## src/rtl/blc_pkg.sv

```systemverilog
// Shared definitions for the black-level offset estimator.
// Optional IIR smoothing of successive offsets is enabled by defining BLC_EST_IIR_EN.
package blc_pkg;

  // Estimator states: gathering samples, or presenting a finished offset.
  typedef enum logic {
    ACCUM  = 1'b0,
    OUTPUT = 1'b1
  } blc_state_e;

  // Lane positions of each colour inside the packed {R,G,B} buses.
  localparam int CH_R = 2;
  localparam int CH_G = 1;
  localparam int CH_B = 0;

  // Width needed to sum 2^log2_n samples of dw bits without overflow.
  function automatic int acc_width(input int dw, input int log2_n);
    return dw + log2_n;
  endfunction

endpackage

```

## src/rtl/blc_acc_ch.sv

```systemverilog
// One colour channel of the black-level estimator: accumulates a window of
// samples, derives the floor mean, clips it and registers the offset.
// With BLC_EST_IIR_EN defined, each window after the first is averaged
// (rounding up) with the previous offset.
module blc_acc_ch
  import blc_pkg::*;
#(
  parameter int DATA_WIDTH = 12,
  parameter int LOG2_N     = 6,
  parameter int MAX_OFFSET = 1023
) (
  input  logic                  clock,
  input  logic                  reset,
  input  logic                  clear,
  input  logic                  add_i,
  input  logic                  last_i,
  input  logic [DATA_WIDTH-1:0] sample_i,
  output logic [DATA_WIDTH-1:0] offset_o
);

  localparam int ACC_W = acc_width(DATA_WIDTH, LOG2_N);
  localparam logic [DATA_WIDTH-1:0] MAX_V = DATA_WIDTH'(MAX_OFFSET);

  logic [ACC_W-1:0]      acc_q;
  logic [ACC_W-1:0]      sum;
  logic [DATA_WIDTH-1:0] mean;
  logic [DATA_WIDTH-1:0] clip_v;
  logic [DATA_WIDTH-1:0] offset_q;
  logic [DATA_WIDTH-1:0] offset_d;

`ifdef BLC_EST_IIR_EN
  logic                  hist_valid_q;
  logic [DATA_WIDTH:0]   blend_sum;
`endif

  // Running sum including the current sample, its floor mean and the clip.
  always_comb begin
    sum    = acc_q + ACC_W'(sample_i);
    mean   = DATA_WIDTH'(sum >> LOG2_N);
    clip_v = (mean > MAX_V) ? MAX_V : mean;
`ifdef BLC_EST_IIR_EN
    blend_sum = {1'b0, offset_q} + {1'b0, clip_v} + (DATA_WIDTH+1)'(1);
    offset_d  = hist_valid_q ? DATA_WIDTH'(blend_sum >> 1) : clip_v;
`else
    offset_d  = clip_v;
`endif
  end

  // Accumulator and offset register; clear restarts the window but keeps the offset.
  always_ff @(posedge clock or negedge reset) begin
    if (!reset) begin
      acc_q    <= '0;
      offset_q <= '0;
    end else if (clear) begin
      acc_q    <= '0;
    end else if (add_i) begin
      if (last_i) begin
        acc_q    <= '0;
        offset_q <= offset_d;
      end else begin
        acc_q    <= sum;
      end
    end
  end

`ifdef BLC_EST_IIR_EN
  // History is valid once a window has completed since the last reset or clear.
  always_ff @(posedge clock or negedge reset) begin
    if (!reset) begin
      hist_valid_q <= 1'b0;
    end else if (clear) begin
      hist_valid_q <= 1'b0;
    end else if (add_i && last_i) begin
      hist_valid_q <= 1'b1;
    end
  end
`endif

  assign offset_o = offset_q;

endmodule

```

## src/rtl/blc_offset_est.sv

```systemverilog
// Black-level offset estimator top: per-window {R,G,B} mean of optical-black
// samples feeding the BLC correction chain. Owns the ACCUM/OUTPUT FSM, the
// sample counter and the ready handshake. Optional feature macro: BLC_EST_IIR_EN.
module blc_offset_est
  import blc_pkg::*;
#(
  parameter int DATA_WIDTH = 12,
  parameter int LOG2_N     = 6,
  parameter int MAX_OFFSET = 1023
) (
  input  logic                    clock,
  input  logic                    reset,
  input  logic                    clear,
  input  logic                    u_i_ready,
  input  logic                    u_r_ready,
  input  logic [3*DATA_WIDTH-1:0] data_in,
  output logic [3*DATA_WIDTH-1:0] offset_out,
  output logic                    i_i_ready,
  output logic                    i_r_ready,
  output logic [LOG2_N-1:0]       sample_cnt
);

  localparam logic [LOG2_N-1:0] CNT_LAST = '1;

  blc_state_e        state_q;
  blc_state_e        state_d;
  logic [LOG2_N-1:0] cnt_q;
  logic              accept;
  logic              last;

  assign i_i_ready  = (state_q == ACCUM);
  assign i_r_ready  = (state_q == OUTPUT);
  assign sample_cnt = cnt_q;
  assign accept     = u_i_ready && i_i_ready;
  assign last       = accept && (cnt_q == CNT_LAST);

  // Next state: window completion moves to OUTPUT, removal or clear returns to ACCUM.
  always_comb begin
    state_d = state_q;
    if (clear) begin
      state_d = ACCUM;
    end else begin
      case (state_q)
        ACCUM:   if (last)      state_d = OUTPUT;
        OUTPUT:  if (u_r_ready) state_d = ACCUM;
        default: state_d = ACCUM;
      endcase
    end
  end

  // State register.
  always_ff @(posedge clock or negedge reset) begin
    if (!reset) state_q <= ACCUM;
    else        state_q <= state_d;
  end

  // Sample counter; wraps to zero naturally on the final sample of a window.
  always_ff @(posedge clock or negedge reset) begin
    if (!reset)      cnt_q <= '0;
    else if (clear)  cnt_q <= '0;
    else if (accept) cnt_q <= cnt_q + LOG2_N'(1);
  end

  blc_acc_ch #(.DATA_WIDTH(DATA_WIDTH), .LOG2_N(LOG2_N), .MAX_OFFSET(MAX_OFFSET)) u_ch_r (
    .clock    (clock),
    .reset    (reset),
    .clear    (clear),
    .add_i    (accept),
    .last_i   (last),
    .sample_i (data_in[CH_R*DATA_WIDTH +: DATA_WIDTH]),
    .offset_o (offset_out[CH_R*DATA_WIDTH +: DATA_WIDTH])
  );

  blc_acc_ch #(.DATA_WIDTH(DATA_WIDTH), .LOG2_N(LOG2_N), .MAX_OFFSET(MAX_OFFSET)) u_ch_g (
    .clock    (clock),
    .reset    (reset),
    .clear    (clear),
    .add_i    (accept),
    .last_i   (last),
    .sample_i (data_in[CH_G*DATA_WIDTH +: DATA_WIDTH]),
    .offset_o (offset_out[CH_G*DATA_WIDTH +: DATA_WIDTH])
  );

  blc_acc_ch #(.DATA_WIDTH(DATA_WIDTH), .LOG2_N(LOG2_N), .MAX_OFFSET(MAX_OFFSET)) u_ch_b (
    .clock    (clock),
    .reset    (reset),
    .clear    (clear),
    .add_i    (accept),
    .last_i   (last),
    .sample_i (data_in[CH_B*DATA_WIDTH +: DATA_WIDTH]),
    .offset_o (offset_out[CH_B*DATA_WIDTH +: DATA_WIDTH])
  );

endmodule

```

## config.mk

```make
export PLATFORM = sky130hd
export DESIGN_NAME = blc_offset_est
export DESIGN_NICKNAME = d
export VERILOG_FILES = /design/src/rtl/blc_pkg.sv /design/src/rtl/blc_acc_ch.sv /design/src/rtl/blc_offset_est.sv
export SDC_FILE = /design/constraint.sdc
export NUM_CORES = 1
export LEC_CHECK = 0
export CAP_MARGIN = 10
export CORE_ASPECT_RATIO = 0.7
export CORE_UTILIZATION = 45
export DETAILED_ROUTE_END_ITERATION = 8
export GPL_TIMING_DRIVEN = 1
export PLACE_DENSITY = 0.68
export SKIP_LAST_GASP = 1
export SYNTH_ARGS = -nofsm -noshare
export SYNTH_HDL_FRONTEND = slang
export SYNTH_SLANG_ARGS = --single-unit
export TNS_END_PERCENT = 5
```

## constraint.sdc

```tcl
create_clock -name clock -period 3 [get_ports clock]
set_input_delay 0.45 -clock clock [delete_from_list [all_inputs] [get_ports clock]]
set_output_delay 0.45 -clock clock [all_outputs]
set_load 0.03 [all_outputs]
```

==> out/results.ini, run 1 <==
[critical_path]
regToRegStartpoint = u_ch_r.acc_q[0]$_DFFE_PN0P_
ff2ff_setup_slack_ns = 0.33
r2r-end = u_ch_r.offset_o[7]$_DFFE_PN0P_
worstPathRequired_ns = 3.23
path_class = in2reg
rr_worst_depth = 10
cp_slowest_cell = a221o_2
endpoint_kind = register
path_cells = clkdlybuf4s50_1 > ha_1 > inv_1 > fa_1 > nor2b_4 > o2111ai_2 > a21boi_2 > a31o_1 > nand3_1 > a221o_2 > o22a_1
arrival_ns = 3.12
setup.worst_path.start_class = input port
cp_max_fo = 10
cp_slowest_stage_delay_ns = 0.47

[global_routing]
grt_pass1_wl_um = 25300
antenna_found_initial = 0
grt_pass1_vias = 5157
globalRouteTotalUtil_pct = 23.1
grt_max_degree = 50
overflow = 0

[timing]
setup_tns_ns = 0
hold_violations = 0
rsz0062_at_grt = yes
setup_violations = 0
period_minus_slack_ns = 2.90
setup_slack_ns = 0.105
skew_ns = 0.00560
slew_viol_final = 0
tightestPinTransition_ns = 0.746
slew_headroom_pct = 50.1
clock.fmax_mhz = 345
period_share_pct = 96.5

[clock_tree]
cts_root_buffer = clkbuf_16
clockBufferDepth = 2
clk_pin_slew_ns = 0.06
clk_latency_ns = 0.34
cts.sinks = 97
cts_tree = yes
tritoncts.num_buffers = 9
htree_levels = 3

[floorplan]
core_area_um2 = 12600
initial_core_util_pct = 46.8
num_rows = 34
die_h_um = 97.7
design.die.area_um2 = 13600
die_w_um = 139
boundaryPins = 85

[synthesis]
ys_top_cells_by_area = dfrtp_1 (41%), ha_1 (7.9%), o21ai_0 (4.8%)
synth_common_cells = dfrtp_1 (97), nand2_1 (59), o21ai_0 (56)
synth_top_area_share_pct = 41.2
synth_top_family_by_area = compound AO/OA/AOI/OAI gates
yosys_most_used_dff = dfrtp_1
syn-num-nets = 705
muxShareOfSynthArea_pct = 0.531
synth_warnings = 0
synth_xor_area_share_pct = 6.24
synthAdderAreaFrac_pct = 8.88
syn_area_um2 = 5890
synth_compound_area_share_pct = 24.8
yosysSeqAreaShare_pct = 41.2
yosys.cell_types.count = 66
async_reset_ff_share_pct = 100
synth_most_common_cell = dfrtp_1
synth_seq_cells = 97
syn-instance-count = 624
synth_area_leader_cell = dfrtp_1
synth_simple_gate_area_share_pct = 14.7
syn_avg_cell_area_um2 = 9.44
synth_edf_count = 0

[outcome]
status = complete, but fails checks
violations = DRC

[power]
power.density_nw_per_um2 = 480
p_leak_nw = 3.36
peakVddDrop_mv = 0.300

[route]
drc = 3
drt-total-wl_um = 14700
first_iter_violations = 334
vias_per_cell = 5.69
ant_nets = 0
vias = 5112
firstDrtPassIters = 7
wl_per_cell_um = 16.4

[finish]
final_core_util_pct = 59.1
fin_nets = 813
nFillCells = 1111
syn2layout_area_growth_pct = 26.2
drive_above_1_share_pct = 11.1
diodes = 0

[placed_design]
port_buffers = 84
dp_hpwl_um = 10500
gp_congestion = 0.918
post-place-ws_ns = -0.283

[min_path]
worstHoldPathType = in2async

[flow_run]
cap_violations = 0

## layer usage
metal	share of wire (%)	GRT usage, %
met1	50	32.4
met2	44	36.4
met3	4.3	4.36
met4	1.2	7.01
met5	0	0
## cell families (layout without fill, tap and decap cells)
kind of cell | count (synthesis) | count (layout)
adders and majority gates | 40 | 40
and+or+nand+nor | 180 | 180
DFF | 97 | 97
muxes | 3 | 3
xor gates and xnor gates | 42 | 42
AOI/OAI and AO/OA | 213 | 213
buffers and inverters | 49 | 162
## worst max path at each step
| stage | start | to | slack [ns] | cells past startpoint |
|---|---|---|---|---|
| finish | data_in[24] | u_ch_r.offset_o[7]$_DFFE_PN0P_ | 0.10 | 11 |
| global route | data_in[24] | u_ch_r.offset_o[8]$_DFFE_PN0P_ | -0.03 | 11 |
| CTS | data_in[24] | u_ch_r.offset_o[7]$_DFFE_PN0P_ | 0.09 | 11 |
| detailed placement | data_in[24] | u_ch_r.offset_o[7]$_DFFE_PN0P_ | -0.28 | 11 |
| global placement | data_in[24] | u_ch_r.offset_o[9]$_DFFE_PN0P_ | -0.17 | 11 |
| floorplan | data_in[24] | u_ch_r.offset_o[9]$_DFFE_PN0P_ | 0.36 | 12 |
## cell usage in the layout (no fill, tap or decap), types with 8 or more instances in the layout
cell	instances
clkdlybuf4s50_1	83
nand2_1	59
a21oi_1	36
nor3_1	8
a22o_1	24
xor2_1	22
clkbuf_16	9
buf_4	45
nor2b_1	11
o22a_1	19
a31oi_1	12
xnor2_1	20
a21o_1	11
nand3_1	27
ha_1	37
o21ai_0	56
nor2_1	43
inv_1	17
dfrtp_1	97
## report_power, final
group | internal (mW) | switching (mW) | total [mW]
registers | 1.38 | 0.0570 | 1.44
clock network | 0.607 | 0.500 | 1.11
logic | 0.455 | 0.565 | 1.02
total | 2.45 | 1.12 | 3.57
## stage by stage
step	hold slack (ns)	instances	total power, mW	instance area (um2)
global route	0.199	899	3.78	7440
CTS	0.175	899	3.58	7420
detailed placement	0.476	883	2.46	7140
global placement	0.467	883	2.43	7140
finish	0.144	899	3.57	7440
floorplan	0.154	624	2.13	5890
## worst max-delay path, delay by kind of cell
family                   cells  cell delay (ns)
buffers and inverters        2             0.51
adder cells (fa/ha/maj)      2             0.61
AND/OR/NAND/NOR              2             0.25
AO/OA/AOI/OAI                5             1.29
## area by class of cell
| type | count | area, um2 | share of cell area [%] |
|---|---|---|---|
| clock buffer | 12 | 256 | 3.45 |
| clock inverter | 4 | 27.5 | 0.370 |
| inverter | 17 | 63.8 | 0.858 |
| multi-input combinational | 478 | 3270 | 44.0 |
| sequential | 97 | 2430 | 32.6 |
| tap | 162 | 203 | 2.73 |
| timing repair buffer | 129 | 1190 | 16.0 |
## flip-flops by register name (all words and copies together) (netlist names)
name / cells
u_ch_b.acc_q: 18
u_ch_g.acc_q: 18
u_ch_r.acc_q: 18
u_ch_b.offset_o: 12
u_ch_g.offset_o: 12
u_ch_r.offset_o: 12
sample_cnt: 6
i_r_ready: 1
## timing repair
action                                  in CTS  in global routing
endpoints found under the setup margin       0                 17
buffers inserted                             0                  0
gates resized for setup                      0                  3
endpoints found under the hold margin        0                  0
hold buffers                                 0                  0
No activity file was read; power rests on OpenSTA's default activity.
==> inputs of run 2 (changes only) <==
--- a/config.mk
+++ b/config.mk
@@ -8,6 +8,7 @@
 export CAP_MARGIN = 10
 export CORE_ASPECT_RATIO = 0.7
 export CORE_UTILIZATION = 45
+export CTS_CLUSTER_DIAMETER = 40
 export DETAILED_ROUTE_END_ITERATION = 8
 export GPL_TIMING_DRIVEN = 1
 export PLACE_DENSITY = 0.68
@@ -15,4 +16,4 @@
 export SYNTH_ARGS = -nofsm -noshare
 export SYNTH_HDL_FRONTEND = slang
 export SYNTH_SLANG_ARGS = --single-unit
-export TNS_END_PERCENT = 5
+export TNS_END_PERCENT = 20
==> out/results.ini, run 2 (synthesis results as in run 1) <==
[global_routing]
grt_pass1_vias = 5157
overflow = 0
grtUsageMet2_pct = 36.4
grt_max_degree = 50
top_usage_layer = met2
use_met3_pct = 4.36
met1_usage_pct = 32.4
antenna_found_initial = 0
grt_pass1_wl_um = 25300
globalRouteTotalUtil_pct = 23.1

[floorplan]
design.die.area_um2 = 13600
die_w_um = 139
boundaryPins = 85
initial_core_util_pct = 46.8
num_rows = 34
die_h_um = 97.7
core_area_um2 = 12600

[critical_path]
rr_worst_depth = 11
cp_max_fo = 10
ff2ff_setup_slack_ns = 0.35
worstPathRequired_ns = 3.23
regToRegStartpoint = u_ch_r.acc_q[0]$_DFFE_PN0P_
r2r-end = u_ch_r.offset_o[7]$_DFFE_PN0P_
path_class = in2reg
setup.worst_path.start_class = input port
arrival_ns = 3.09
endpoint_kind = register

[clock_tree]
cts_root_buffer = clkbuf_16
clk_latency_ns = 0.35
cts.sinks = 97
cts_hold_buf = 0
htree_levels = 3
clk_pin_slew_ns = 0.06
clockBufferDepth = 2
tritoncts.num_buffers = 9
cts_tree = yes

[finish]
final_area_um2 = 7440
drive_above_1_share_pct = 11.1
fin_nets = 813
syn2layout_area_growth_pct = 26.2
instances_no_fill = 899
reg_top3 = u_ch_b.acc_q x18, u_ch_g.acc_q x18, u_ch_r.acc_q x18
diodes = 0
final_core_util_pct = 59.1
nFillCells = 1111
final_common_cell = dfrtp_1
final_cell_mix = dfrtp_1 (97), clkdlybuf4s50_1 (83), nand2_1 (59)

[timing]
setup_violations = 0
slew_viol_final = 0
period_share_pct = 95.6
hold_violations = 0
tightestPinTransition_ns = 0.759
skew_ns = 0.00663
rsz0062_at_grt = no
slew_headroom_pct = 49.3
period_minus_slack_ns = 2.87
clock.fmax_mhz = 349

[outcome]
violations = DRC
status = complete, but fails checks

[route]
ant_nets = 0
vias_per_cell = 5.67
firstDrtPassIters = 7
drt-total-wl_um = 14700
vias = 5099
drc = 3
wl_per_cell_um = 16.4
first_iter_violations = 315

[placed_design]
gp_congestion = 0.918
place_area_um2 = 7140
dp.cells = 883
dp_hpwl_um = 10500
port_buffers = 84

[power]
finalPower_mw = 3.57
p_leak_nw = 3.36
power.density_nw_per_um2 = 480
peakVddDrop_mv = 0.304

[flow_run]
cap_violations = 0

[min_path]
worstHoldPathType = in2async

-- run 2: cell counts in the layout (fill, tap and decap cells not counted) --
No cell type changed its count.
-- run 2: metal layers --
metal | routed length, um | share of wire [%] | up-vias
met2 | 6510 | 44 | 137
met1 | 7360 | 50 | 2456
met3 | 696 | 4.7 | 16
met5 | 0 | 0 | -
met4 | 181 | 1.2 | 0
li1 | - | - | 2490
-- run 2: timing repair --
| item | 4_1_cts | 5_1_grt |
|---|---|---|
| buffers inserted | 0 | 0 |
| endpoints found under the setup margin | 0 | 17 |
| gates resized for setup | 0 | 3 |
| endpoints found under the hold margin | 0 | 0 |
-- run 2: power breakdown --
part           internal, mW  leakage (nW)  switching, mW
Sequential             1.38          1.33         0.0571
Combinational         0.455          1.90          0.565
Clock                 0.607         0.131          0.503
Total                  2.45          3.36           1.12
-- run 2: worst max path at each step --
stage	from	endpoint	slack, ns	depth (start not counted)
floorplan	data_in[24]	u_ch_r.offset_o[9]$_DFFE_PN0P_	0.36	12
global placement	data_in[24]	u_ch_r.offset_o[9]$_DFFE_PN0P_	-0.17	11
detailed placement	data_in[24]	u_ch_r.offset_o[7]$_DFFE_PN0P_	-0.28	11
CTS	data_in[24]	u_ch_r.offset_o[7]$_DFFE_PN0P_	0.09	11
global route	data_in[24]	u_ch_r.offset_o[8]$_DFFE_PN0P_	0.02	11
finish	data_in[24]	u_ch_r.offset_o[7]$_DFFE_PN0P_	0.13	11
-- run 2: final cells by class --
class                   instances  area, um2  share of cell area (%)
well taps                     162        203                    2.73
clock buffers                  12        256                    3.45
clock inverters                 4       27.5                   0.370
flip-flops and latches         97       2430                    32.6
multi-input cells             478       3270                    44.0
inverters                      17       63.8                   0.858
repair buffers                129       1190                    16.0
-- run 2: worst max-delay path, stage by stage --
cell and delay (ns):
clkdlybuf4s50_1 0.46, ha_1 0.17, inv_1 0.05, fa_1 0.44, nor2b_4 0.15, o2111ai_2 0.13, a21boi_2 0.25, a31o_1 0.22
nand3_1 0.10, a221o_2 0.45, o22a_1 0.21
-- run 2: stage by stage --
stage	setup WS, ns	TNS (ns)	hold WS, ns
finish	0.133	0	0.144
global placement	-0.166	-2.47	0.467
detailed placement	-0.283	-5.09	0.476
floorplan	0.358	0	0.154
global route	0.0176	0	0.199
CTS	0.0854	0	0.175
==> inputs of run 3 (changes only) <==
--- a/config.mk
+++ b/config.mk
@@ -9,6 +9,7 @@
 export CORE_ASPECT_RATIO = 0.7
 export CORE_UTILIZATION = 45
 export CTS_CLUSTER_DIAMETER = 40
+export CTS_CLUSTER_SIZE = 14
 export DETAILED_ROUTE_END_ITERATION = 8
 export GPL_TIMING_DRIVEN = 1
 export PLACE_DENSITY = 0.68
==> results of run 3 <==
Final layout, timing and power as in run 2 (identical DEF).
